[src/rtl/dmem_arbiter.sv]
// dmem_arbiter: two-requester round-robin arbiter in front of a single-ported
// data memory. Requester 0 is the core load/store path and requester 1 is the
// loader/debug path.
//
// Grants are combinational and the memory port is driven in the same cycle.
// The memory commits writes on the falling edge and reads combinationally.
// Read data is registered per requester and returned one cycle after the grant.
//
// Optional feature: define DMEM_ARB_LOCK_EN to let the current owner keep the
// port through m0_lock/m1_lock. The owner can hold it for at most LOCK_MAX
// consecutive grants while the other side is waiting. Without the macro, the
// lock inputs are ignored and arbitration is pure round-robin.
module dmem_arbiter #(
   parameter int ADDR_W   = 32,
   parameter int DATA_W   = 32,
   parameter int LOCK_MAX = 4
) (
   input  logic              clk,
   input  logic              reset,
   input  logic              m0_req,
   input  logic              m0_we,
   input  logic [ADDR_W-1:0] m0_addr,
   input  logic [DATA_W-1:0] m0_wdata,
   input  logic              m0_lock,
   output logic              m0_gnt,
   output logic              m0_rvalid,
   output logic [DATA_W-1:0] m0_rdata,
   input  logic              m1_req,
   input  logic              m1_we,
   input  logic [ADDR_W-1:0] m1_addr,
   input  logic [DATA_W-1:0] m1_wdata,
   input  logic              m1_lock,
   output logic              m1_gnt,
   output logic              m1_rvalid,
   output logic [DATA_W-1:0] m1_rdata,
   output logic [ADDR_W-1:0] mem_addr,
   output logic [DATA_W-1:0] mem_wdata,
   output logic              mem_read,
   output logic              mem_write,
   input  logic [DATA_W-1:0] mem_rdata
);

   typedef enum logic [1:0] {IDLE, OWN0, OWN1} owner_t;

   owner_t owner;   // requester granted in the previous cycle
   logic   prio;    // requester that wins the next contended cycle
   logic   gnt0, gnt1;
   logic   hold0, hold1;  // owner keeps the port through its lock

`ifdef DMEM_ARB_LOCK_EN
   localparam int CNT_W = $clog2(LOCK_MAX + 1);
   localparam logic [CNT_W-1:0] LOCK_LIM = CNT_W'(LOCK_MAX);

   // Number of consecutive locked grants to the current owner, including the
   // grant that made it the owner.
   logic [CNT_W-1:0] lock_cnt;

   assign hold0 = (owner == OWN0) && m0_req && m0_lock && (lock_cnt < LOCK_LIM);
   assign hold1 = (owner == OWN1) && m1_req && m1_lock && (lock_cnt < LOCK_LIM);

   // Track locked-grant runs; a new owner or an idle cycle starts over
   always_ff @(posedge clk or posedge reset) begin
      if (reset) begin
         lock_cnt <= '0;
      end else if (gnt0 && m0_lock) begin
         if (owner != OWN0)
            lock_cnt <= CNT_W'(1);
         else if (lock_cnt < LOCK_LIM)
            lock_cnt <= lock_cnt + CNT_W'(1);
      end else if (gnt1 && m1_lock) begin
         if (owner != OWN1)
            lock_cnt <= CNT_W'(1);
         else if (lock_cnt < LOCK_LIM)
            lock_cnt <= lock_cnt + CNT_W'(1);
      end else begin
         lock_cnt <= '0;
      end
   end
`else
   logic unused_lock;

   assign hold0       = 1'b0;
   assign hold1       = 1'b0;
   assign unused_lock = m0_lock ^ m1_lock;
`endif

   // Pick at most one requester this cycle; nothing is granted while in reset
   always_comb begin
      // NOTE: default every output first so no path leaves a value held (latch).
      gnt0 = 1'b0;
      gnt1 = 1'b0;
      if (!reset) begin
         if (hold0)
            gnt0 = 1'b1;
         else if (hold1)
            gnt1 = 1'b1;
         else if (m0_req && m1_req) begin
            if (prio) gnt1 = 1'b1;
            else      gnt0 = 1'b1;
         end else if (m0_req)
            gnt0 = 1'b1;
         else if (m1_req)
            gnt1 = 1'b1;
      end
   end

   assign m0_gnt    = gnt0;
   assign m1_gnt    = gnt1;
   assign mem_addr  = gnt0 ? m0_addr  : (gnt1 ? m1_addr  : '0);
   assign mem_wdata = gnt0 ? m0_wdata : (gnt1 ? m1_wdata : '0);
   assign mem_write = (gnt0 && m0_we)  || (gnt1 && m1_we);
   assign mem_read  = (gnt0 && !m0_we) || (gnt1 && !m1_we);

   // Owner FSM, round-robin pointer and registered read-return path
   always_ff @(posedge clk or posedge reset) begin
      if (reset) begin
         owner     <= IDLE;
         prio      <= 1'b0;
         m0_rvalid <= 1'b0;
         m1_rvalid <= 1'b0;
         m0_rdata  <= '0;
         m1_rdata  <= '0;
      end else begin
         // NOTE: non-blocking assignments so every register samples pre-edge values.
         m0_rvalid <= gnt0 && !m0_we;
         m1_rvalid <= gnt1 && !m1_we;
         if (gnt0 && !m0_we) m0_rdata <= mem_rdata;
         if (gnt1 && !m1_we) m1_rdata <= mem_rdata;
         if (gnt0) begin
            owner <= OWN0;
            prio  <= 1'b1;
         end else if (gnt1) begin
            owner <= OWN1;
            prio  <= 1'b0;
         end else begin
            owner <= IDLE;
         end
      end
   end

endmodule

[config.mk]
export PLATFORM = sky130hd
export DESIGN_NAME = dmem_arbiter
export DESIGN_NICKNAME = d
export VERILOG_FILES = /design/src/rtl/dmem_arbiter.sv
export SDC_FILE = /design/constraint.sdc
export NUM_CORES = 1
export LEC_CHECK = 0
export BUFFER_PORTS_ARGS = -buffer_cell sky130_fd_sc_hd__buf_2
export CORE_AREA = 10 10 109 111
export CTS_BUF_LIST = sky130_fd_sc_hd__clkbuf_4
export CTS_CLUSTER_SIZE = 30
export DETAILED_ROUTE_END_ITERATION = 10
export DIE_AREA = 0 0 119 121
export PLACE_DENSITY_LB_ADDON = 0.05
export SYNTH_ARGS = -nofsm -noshare
export SYNTH_HDL_FRONTEND = slang
export SYNTH_SLANG_ARGS = --single-unit
[constraint.sdc]
create_clock -name clk -period 2.57 [get_ports clk]
set_input_delay 0.6425 -clock clk [delete_from_list [all_inputs] [get_ports clk]]
set_output_delay 0.6425 -clock clk [all_outputs]
set_load 0.01 [all_outputs]
Word-level counts from Yosys, hierarchy flattened
Cells that the tools add are included.
Storage, ports and cells
  register bits after elaboration: 67
  bits of input ports: 168
  output and inout bits: 134
  logic and storage cells: 30
Operators by class
  muxes and demuxes: 15
  reduce and logical (&&, ||, !) cells: 10
Operators with widths (number)
  $mux 32: 4
  $mux 1: 11
  $logic_and 1x1->1: 5
  $logic_not 1->1: 2
  $logic_or 1x1->1: 2
  $reduce_bool 2->1: 1

Logic depth before layout (Yosys ltp)
  depth in word-level cells: 6
  gate-level depth with buffers: 5
  gate-level depth less buffers: 3

Least setup slack after synthesis
No wires, ideal clock.
  path kind: input-to-reg
  from: in reset
  to: reg prio
  setup time: 100 ps
  arrival: 2382 ps
  required time: 2470 ps
  path slack: 89 ps
  cell stages on the path: 3
  path buffers: 0
  cell sequence: inv_1 > a21oi_1 > a31oi_1
Between the ends
  longest elaborated chain between the ends: 2
  elaborated cells on any way between the ends: 4
  those cells by class: mux: 3; reduce/logical: 1
RTL lines
  start: declaration: RTL line 19  | input logic reset,
  $mux 1: RTL line 92  | if (!reset) begin
  $mux 1 / $reduce_bool 2->1 (equally long branches)
  end signal: assignment: RTL line 118  | prio <= 1'b0;
  end signal: assignment: RTL line 131  | prio <= 1'b1;
  end signal: assignment: RTL line 134  | prio <= 1'b0;
  end: declaration: RTL line 46  | logic prio;
Parallel ways exist; a longest one is shown, timed or not.
A chain may end at the register's enable or synchronous reset.

Worst setup path in the final report
  from: reg prio
  to: out mem_wdata[22]
Between the ends
  longest elaborated chain between the ends: 5
  elaborated cells on any way between the ends: 8
  those cells by class: mux: 8
RTL lines
  $mux 1: RTL line 98  | if (prio) gnt1 = 1'b1;
  $mux 1: RTL line 97  | else if (m0_req && m1_req) begin
  $mux 1: RTL line 92
  $mux 32: RTL line 110  | assign mem_wdata = gnt0 ? m0_wdata : (gnt1 ? m1_wdata : '0);
  $mux 32 *: RTL line 110
  end: declaration: RTL line 37  | output logic [DATA_W-1:0] mem_wdata,
Mark *: on every way between the ends. The rest lies on a longest branch, timed or not.

==> impl_metrics.json <==
{
  "required_ns": 1.93,
  "ant_nets": 0,
  "fmax_mhz": 401,
  "place_ws_ns": 0.0728,
  "rows": 36,
  "die_x_um": 119,
  "numCtsBuffers": 9,
  "criticalPathCategory": "flip-flop to output port",
  "start_util": 0.330,
  "overflow": 0,
  "drtIter0Drc": 132,
  "hpwl_um": 12500,
  "final-hold-violation-count": 0,
  "synth_edf_count": 0,
  "yosysUniqueCellTypes": 16,
  "place_inst": 648,
  "max-vdd-ir-drop_v": 0.000580,
  "ys_seq_area_frac": 0.526,
  "place.gp.congestion": 0.856,
  "netlist_area_um2": 3190,
  "p_leak_nw": 2.74,
  "max_slew_margin": 0.674,
  "drt-total-wl_um": 15000,
  "fin_crit_sh": 0.971,
  "start_kind": "flip-flop",
  "design_area_um2": 5060,
  "synthCells": 226,
  "yosys_warnings": 0,
  "cts-root-buf": "clkbuf_4",
  "io_pins": 302,
  "antenna_found_initial": 1,
  "hold_buffers": 0,
  "period_needed_ns": 2.49,
  "detail_route.first_pass.iterations": 4,
  "ys_top_cells_by_area": "dfrtp_1 53%, mux2_2 23%, a22o_1 18%, buf_2 1.6%, buf_6 1.1%",
  "crit_path_end_kind": "output port",
  "synthArstFlopShare": 1.00,
  "routed-via-count": 3210,
  "yosys_most_used_dff": "dfrtp_1",
  "clock-sinks": 67,
  "synth_fp_nets": 394,
  "rsz0062_at_grt": "yes",
  "final_util": 0.525,
  "synth_top_area_frac": 0.526,
  "run_status": "completed",
  "setup_viol": 0,
  "path_max_fanout": 35,
  "p_per_area_nw_per_um2": 680,
  "cp_data_arrival_time_ns": 1.85,
  "drc": 0,
  "synth_commonest_cells": "67 x dfrtp_1, 65 x a22o_1, 64 x mux2_2",
  "die_h_um": 121,
  "stdcell_count": 668,
  "grt_max_degree": 67,
  "report.final.slew_viol_count": 0,
  "synth_seq_cells": 67,
  "multi_input_area_um2": 1410,
  "p_total_mw": 3.44,
  "hold_path_class": "primary input to asynchronous set/reset pin",
  "dpl_cell_area_um2": 4860,
  "nets": 697,
  "layout-drive-gt1-share": 0.747,
  "grt_pass1_wl_um": 21400,
  "fin_worst_skew_ns": 0.00977,
  "clk_pin_slew_worst_paths_ns": 0.12,
  "yosysTopAreaCell": "dfrtp_1",
  "wl_per_cell_um": 22.4,
  "nFillCells": 914,
  "core_um2": 9640,
  "timing.hold.ws_ns": 0.373,
  "dieArea_um2": 14400,
  "area_growth_pct": 58.9,
  "avgViaCountPerCell": 4.81,
  "grt_pass1_vias": 3391,
  "setup_tns_ns": 0,
  "syn_avg_cell_area_um2": 14.1,
  "final-seq-area_um2": 1680,
  "tightest_slew_ns": 0.489,
  "fin_ws_ns": 0.0751,
  "portBuffers": 299,
  "h-tree-depth": 3,
  "grt.total_usage": 0.193,
  "clk_path_buf_depth": 2,
  "synth.most_common_cell": "dfrtp_1",
  "cap_violations": 0,
  "clk_latency_ns": 0.41,
  "cts_tree": "yes"
}
[worst max-delay path, cell delays in order (launching register included)]
cell	delay, ns
dfrtp_2	0.46
buf_4	0.16
a21oi_4	0.24
buf_12	0.23
a22o_1	0.19
buf_2	0.15
[power breakdown]
group / internal [mW] / switching (mW) / leakage (nW)
Sequential: 1.31 / 0.130 / 0.797
Combinational: 0.607 / 0.588 / 1.85
Clock: 0.401 / 0.408 / 0.0850
[kinds of logic (layout without fill, tap and decap cells)]
family          Yosys count  count (layout)  synth area share
other cells               0               1                 0
buf+inv                  21             329            0.0393
compound gates           69              69             0.190
flops                    67              67             0.526
mux                      64              64             0.226
simple gates              5               5            0.0181
[per-layer routing]
layer	track usage	vias to the layer above	routed length [um]
met5	0	-	0
met3	0.0968	13	1840
met2	0.322	183	7460
li1	-	1487	-
met4	0.0382	0	131
met1	0.219	1527	5550
[sequential cells by signal (all words and copies together) (netlist names)]
signal	count
m0_rdata	32
m0_rvalid	1
m1_rdata	32
m1_rvalid	1
prio	1
[area by class of cell]
cell class / instances / area share
timing repair buffer: 312 / 0.324
tap: 133 / 0.0329
sequential: 67 / 0.331
clock buffer: 9 / 0.0133
multi-input combinational: 138 / 0.278
antenna: 1 / 0.000494
clock inverter: 7 / 0.0193
inverter: 1 / 0.000741
[repair_timing]
| action | 4_1_cts | 5_1_grt |
|---|---|---|
| setup buffers | 0 | 2 |
| endpoints found under the hold margin | 0 | 0 |
| cloned | 0 | 1 |
| resized for setup | 1 | 2 |
| setup endpoints to repair | 65 | 59 |
[worst paths after layout]
path	slack [ns]	endpoint	cells past startpoint	startpoint
max in group asynchronous	1.81	m0_rdata[28]	3	reset
setup reg to reg	0.76	m0_rdata[18]	5	prio
hold reg to reg	0.51	m1_rdata[25]	1	m1_rdata[25]
hold / removal	0.37	m1_rdata[31]	3	reset
min in group clk	0.46	m0_rdata[1]	2	mem_rdata[1]
setup / recovery	0.08	mem_wdata[22]	5	prio
[layout by cell type (no fill, tap or decap), types with 2 or more instances in the layout]
cell       count
clkbuf_4       9
mux2_2        64
bufinv_16      2
inv_6          3
buf_4          9
buf_2        299
a22o_1        65
buf_12         2
dfrtp_1       66
(Power assumes the default switching activity.)
